**src/rtl/md_pkg.sv**
```systemverilog
// Shared definitions for the iterative multiply/divide engine:
// operation encodings, FSM state encoding, datapath sizing.
package md_pkg;

   localparam int unsigned MD_WIDTH = 32;
   localparam int unsigned MD_ITER  = 32;
   localparam int unsigned MD_CNT_W = 5;

   localparam logic MD_OP_MUL = 1'b0;
   localparam logic MD_OP_DIV = 1'b1;

   typedef enum logic [1:0] {
      MD_IDLE = 2'd0,
      MD_CALC = 2'd1,
      MD_FIX  = 2'd2,
      MD_DONE = 2'd3
   } md_state_e;

endpackage : md_pkg

```
**src/rtl/muldiv_engine.sv**
```systemverilog
// Iterative 32-bit MULT/MULTU/DIV/DIVU engine for the EX stage.
// One shared datapath: radix-2 shift-add multiply / restoring divide on
// operand magnitudes (32 CALC cycles), then one FIX cycle for signs.
// Ports:
//   clk, rst        rising-edge clock, async active-low reset
//   src_a, src_b    multiplicand/dividend, multiplier/divisor
//   en, op, sign    request, 0=mul 1=div, 1=signed
//   pipe_stall      hold a finished result in DONE
//   flush           abort any operation
//   s, r            LO (product low / quotient), HI (product high / remainder)
//   res_ready       result valid on s/r
//   stall_all       combinational pipeline freeze while the op is in progress
module muldiv_engine
   import md_pkg::*;
#(
   parameter int unsigned WIDTH = MD_WIDTH
) (
   input  logic             clk,
   input  logic             rst,
   input  logic [WIDTH-1:0] src_a,
   input  logic [WIDTH-1:0] src_b,
   input  logic             en,
   input  logic             op,
   input  logic             sign,
   input  logic             pipe_stall,
   input  logic             flush,
   output logic [WIDTH-1:0] s,
   output logic [WIDTH-1:0] r,
   output logic             res_ready,
   output logic             stall_all
);

   localparam int unsigned              PW       = 2 * WIDTH;
   localparam logic [MD_CNT_W-1:0]      CNT_LAST = MD_CNT_W'(MD_ITER - 1);

   // Conditional two's-complement negate (magnitude and sign fix-up)
   function automatic logic [WIDTH-1:0] f_cneg(input logic [WIDTH-1:0] v,
                                                input logic             neg);
      return neg ? -v : v;
   endfunction

   md_state_e               r_state, w_state_nxt;
   logic                    r_op;
   logic                    r_neg_q;     // negate product / quotient
   logic                    r_neg_r;     // negate remainder (dividend negative)
   logic [MD_CNT_W-1:0]     r_cnt;
   logic [WIDTH-1:0]        r_hi;        // product high / partial remainder
   logic [WIDTH-1:0]        r_lo;        // product low (multiplier) / quotient
   logic [WIDTH-1:0]        r_opb;       // |multiplicand| or |divisor|
   logic [WIDTH-1:0]        r_s, r_r;
   logic                    r_res_ready;
   logic                    w_start;
   logic                    w_stall_all;
   logic                    w_a_neg, w_b_neg;
   logic [WIDTH:0]          w_add;
   logic [WIDTH:0]          w_shrem;
   logic [WIDTH+1:0]        w_trial;
   logic                    w_ge;
   logic [PW-1:0]           w_prod, w_prod_neg;

   assign w_a_neg = sign & src_a[WIDTH-1];
   assign w_b_neg = sign & src_b[WIDTH-1];

   // Multiply step: add multiplicand when the current multiplier bit is set
   assign w_add = r_lo[0] ? ({1'b0, r_hi} + {1'b0, r_opb}) : {1'b0, r_hi};

   // Divide step: shift in next dividend bit, trial-subtract the divisor
   assign w_shrem = {r_hi, r_lo[WIDTH-1]};
   assign w_trial = {1'b0, w_shrem} - {2'b00, r_opb};
   assign w_ge    = ~w_trial[WIDTH+1];

   assign w_prod     = {r_hi, r_lo};
   assign w_prod_neg = -w_prod;

   // State register
   always_ff @(posedge clk or negedge rst) begin
      if (!rst) r_state <= MD_IDLE;
      else      r_state <= w_state_nxt;
   end

   // Next state and combinational stall
   always_comb begin
      w_state_nxt = r_state;
      w_start     = 1'b0;
      w_stall_all = 1'b0;
      case (r_state)
         MD_IDLE: w_stall_all = en & ~flush;
         MD_CALC: w_stall_all = 1'b1;
         MD_FIX:  w_stall_all = 1'b1;
         default: w_stall_all = 1'b0;
      endcase
      if (flush) begin
         w_state_nxt = MD_IDLE;
      end else begin
         case (r_state)
            MD_IDLE: if (en) begin
               w_start     = 1'b1;
               w_state_nxt = MD_CALC;
            end
            MD_CALC: if (r_cnt == CNT_LAST) w_state_nxt = MD_FIX;
            MD_FIX:  w_state_nxt = MD_DONE;
            MD_DONE: if (!pipe_stall) w_state_nxt = MD_IDLE;
            default: w_state_nxt = MD_IDLE;
         endcase
      end
   end

   // Datapath and result registers
   always_ff @(posedge clk or negedge rst) begin
      if (!rst) begin
         r_op        <= MD_OP_MUL;
         r_neg_q     <= 1'b0;
         r_neg_r     <= 1'b0;
         r_cnt       <= '0;
         r_hi        <= '0;
         r_lo        <= '0;
         r_opb       <= '0;
         r_s         <= '0;
         r_r         <= '0;
         r_res_ready <= 1'b0;
      end else begin
         r_res_ready <= (w_state_nxt == MD_DONE);
         if (w_start) begin
            r_op    <= op;
            r_neg_q <= w_a_neg ^ w_b_neg;
            r_neg_r <= w_a_neg;
            r_cnt   <= '0;
            r_hi    <= '0;
            if (op == MD_OP_MUL) begin
               r_lo  <= f_cneg(src_b, w_b_neg);
               r_opb <= f_cneg(src_a, w_a_neg);
            end else begin
               r_lo  <= f_cneg(src_a, w_a_neg);
               r_opb <= f_cneg(src_b, w_b_neg);
            end
         end else if (r_state == MD_CALC && !flush) begin
            r_cnt <= r_cnt + 1'b1;
            if (r_op == MD_OP_MUL) begin
               r_hi <= w_add[WIDTH:1];
               r_lo <= {w_add[0], r_lo[WIDTH-1:1]};
            end else begin
               r_hi <= w_ge ? WIDTH'(w_trial) : WIDTH'(w_shrem);
               r_lo <= {r_lo[WIDTH-2:0], w_ge};
            end
         end else if (r_state == MD_FIX && !flush) begin
            if (r_op == MD_OP_MUL) begin
               {r_r, r_s} <= r_neg_q ? w_prod_neg : w_prod;
            end else begin
               r_s <= f_cneg(r_lo, r_neg_q);
               r_r <= f_cneg(r_hi, r_neg_r);
            end
         end
      end
   end

   assign s         = r_s;
   assign r         = r_r;
   assign res_ready = r_res_ready;
   assign stall_all = w_stall_all;

endmodule : muldiv_engine

```
**config.mk**
```make
export PLATFORM = sky130hd
export DESIGN_NAME = muldiv_engine
export DESIGN_NICKNAME = d
export VERILOG_FILES = /design/src/rtl/md_pkg.sv /design/src/rtl/muldiv_engine.sv
export SDC_FILE = /design/constraint.sdc
export NUM_CORES = 1
export LEC_CHECK = 0
export CAP_MARGIN = 0
export CORE_ASPECT_RATIO = 0.6
export CORE_UTILIZATION = 60
export CTS_CLUSTER_SIZE = 40
export DETAILED_ROUTE_END_ITERATION = 10
export PLACE_DENSITY = 0.9
export SLEW_MARGIN = 20
export SYNTH_ARGS = -nofsm -noshare
export SYNTH_HDL_FRONTEND = slang
export SYNTH_SLANG_ARGS = --single-unit
```
**constraint.sdc**
```tcl
create_clock -name clk -period 3.85 [get_ports clk]
set_clock_uncertainty 0.1 [all_clocks]
set_input_delay 0.385 -clock clk [delete_from_list [all_inputs] [get_ports clk]]
set_output_delay 0.385 -clock clk [all_outputs]
set_load 0.03 [all_outputs]
```
==> flow_metrics.env <==
export IMPL_synth_xor_area_share_pct=10.1
export IMPL_grt_ovfl_total=0
export IMPL_layout_commonest_cell="nand2_1"
export IMPL_pwr_density_cell_mw_per_mm2=1000
export IMPL_io_buffers=136
export IMPL_start_kind="flip-flop"
export IMPL_die_h_um=123
export IMPL_coreArea_mm2=0.0242
export IMPL_fin_util_pct=71.3
export IMPL_path_clk_slew_ps=80
export IMPL_antenna_cells=0
export IMPL_antenna_found_initial=0
export IMPL_core_rowCount=44
export IMPL_fmax_mhz=266
export IMPL_drv_slew=0
export IMPL_crit_path_max_fanout=3
export IMPL_synth_nets=2030
export IMPL_max_slew_worst_pin_slew_ps=888
export IMPL_antenna_left=0
export IMPL_postCtsSetupBuffers=0
export IMPL_worstHoldPathType="in2reg"
export IMPL_yosysSeqAreaShare_pct=29.0
export IMPL_setup_violations_final=0
export IMPL_wirelength_mm=51.3
export IMPL_layout_common_cells="nand2_1 (246), o21ai_0 (198), dfrtp_1 (170), a21oi_1 (155), clkdlybuf4s50_1 (134)"
export IMPL_netlist_instances=1883
export IMPL_timing_final_crit_period_ps=3770
export IMPL_start_util_pct=61.0
export IMPL_area_delta_synth_final_pct=16.9
export IMPL_path_class="reg2reg"
export IMPL_io_pins=137
export IMPL_clock_sinks=171
export IMPL_period_share_pct=97.8
export IMPL_relSlewSlack_pct=40.8
export IMPL_clockBufferDepth=2
export IMPL_r2r_slack_ps=80
export IMPL_yosys_warnings=0
export IMPL_cts_tree="yes"
export IMPL_synth_area_mux_share_pct=4.33
export IMPL_synth_edff_count=0
export IMPL_finalSetupTns_ps=0
export IMPL_gp_congestion=1.02
export IMPL_die_w_um=204
export IMPL_critPathRequiredTime_ps=4100
export IMPL_synth_top_area_share_pct=29.0
export IMPL_numCtsBuffers=17
export IMPL_firstDrtPassIters=6
export IMPL_crit_arrival_ps=4010
export IMPL_drive_above_1_share_pct=6.96
export IMPL_cts_root_buffer_cell="clkbuf_16"
export IMPL_synth_adder_area_share_pct=6.55
export IMPL_clock_latency_ps=470
export IMPL_dpl_hpwl_mm=39.0
export IMPL_synth_top_family_by_area="compound AO/OA/AOI/OAI gates"
export IMPL_ys_flop_type="dfrtp_1"
export IMPL_yosysTopAreaCell="dfrtp_1"
export IMPL_wl_per_cell_um=22.1
export IMPL_synth_simple_area_share_pct=17.9
export IMPL_max_cap_viol_count=0
export IMPL_htree_levels=4
export IMPL_viasPerCell=6.71
export IMPL_avgSynthCellArea_um2=7.83
export IMPL_track_usage_pct=40.8
export IMPL_status="finished, final reports clean"
export IMPL_nets=2132
export IMPL_synth_cell_types=75
export IMPL_grt_pass1_wl_mm=78.2
export IMPL_endpoint_kind="flip-flop"
export IMPL_ir_drop_mv=0.537
export IMPL_yosys_top_cells_area="dfrtp_1 (29%), o21ai_0 (6.7%), ha_1 (6.3%)"
export IMPL_async_flop_share_pct=100
export IMPL_num_vias=15600
export IMPL_first_iter_violations=1901
export IMPL_ys_seq_elements=171
export IMPL_rsz0062_at_grt="no"
export IMPL_synthesis_area_mm2=0.0147
export IMPL_drc_errors=0
export IMPL_grt_max_degree=94
export IMPL_finalHoldViolations=0
export IMPL_synth_compound_area_share_pct=27.1
export IMPL_grt_pass1_vias=14000
export IMPL_leakagePower_nw=7.40
export IMPL_dieArea_mm2=0.0252
-- power by group --
group	switching [mW]	leakage (nW)	total, mW	internal, mW
clock	0.835	0.283	1.76	0.925
sequential	1.03	2.21	3.61	2.58
combinational	7.27	4.90	11.9	4.59
-- timing repair --
action	CTS	global route
endpoints found under the hold margin	75	0
hold buffers	1	0
gates resized for setup	0	1
endpoints found under the setup margin	0	1
-- sequential cells by signal, indices dropped and copies added (netlist names), 2 cells and up --
register  count
r            32
r_hi         32
r_lo         32
r_opb        32
s            32
r_cnt         5
r_state       2
-- logic make-up (layout without fill, tap and decap cells) --
logic type	Yosys count	after routing
xor gates and xnor gates	170	170
buffers and inverters	193	308
DFF	171	171
muxes	63	63
adders and majority gates	76	76
AOI/OAI and AO/OA	640	640
and+or+nand+nor	570	570
-- critical path, stage by stage (launching register included) --
cell      delay (ps)
dfrtp_1          390
inv_1            140
ha_1             210
inv_1             70
fa_1             430
a211oi_1         400
o21ai_0          220
a41o_1           340
a21oi_1          270
o21ai_0          250
a31oi_1          260
xor2_1           170
o211ai_1         100
a32o_1           290
-- layout make-up --
cell class	count	area, µm²
inverter	71	267
sequential	171	4280
multi-input combinational	1519	9780
clock buffer	19	443
clock inverter	13	131
tap	322	403
timing repair buffer	205	1930
fill	1961	6930
-- routing by layer --
layer / up-vias / share of wire, % / track usage [%]
li1: 7006 / - / -
met1: 7402 / 44 / 60.7
met2: 1066 / 39 / 55.5
met3: 98 / 15 / 14.0
met4: 0 / 2.0 / 9.84
met5: - / 0 / 0
-- worst paths after layout --
path                                      start                   end  cells after the start
setup / recovery           r_lo[31]$_DFFE_PN0N_  r_hi[22]$_DFFE_PN0N_                     13
hold / removal                               op   r_lo[9]$_DFFE_PN0N_                      3
setup reg to reg           r_lo[31]$_DFFE_PN0N_  r_hi[22]$_DFFE_PN0N_                     13
hold reg to reg                s[6]$_DFFE_PN0P_      s[6]$_DFFE_PN0P_                      2
max in group asynchronous                   rst  r_hi[29]$_DFFE_PN0N_                      3
min in group asynchronous                   rst      r[9]$_DFFE_PN0P_                      2
-- cells in the mapped netlist, drive strengths merged, types with 27 or more instances --
library cell	n
o21ai	207
a21o	27
ha	74
mux2i	57
o31ai	30
a211oi	27
nand2	247
xnor2	92
o211ai	61
nor2	130
xor2	78
a21oi	159
nand3	27
inv	69
nor3	34
dfrtp	171
clkbuf	105
-- metrics by stage --
stage | setup WS [ps] | hold WS, ps | cell area [µm²] | total power [mW] | instances
after global routing | 2.28 | 287 | 17200 | 18.2 | 2320
after detailed placement | 222 | 369 | 16600 | 15.0 | 2287
after global placement | 378 | 361 | 16600 | 14.6 | 2287
final | 84.3 | 259 | 17200 | 17.2 | 2320
after CTS | 171 | 249 | 17200 | 16.8 | 2320
after floorplan | 681 | -10.6 | 14700 | 11.2 | 1883
No activity file was read; power rests on OpenSTA's default activity.
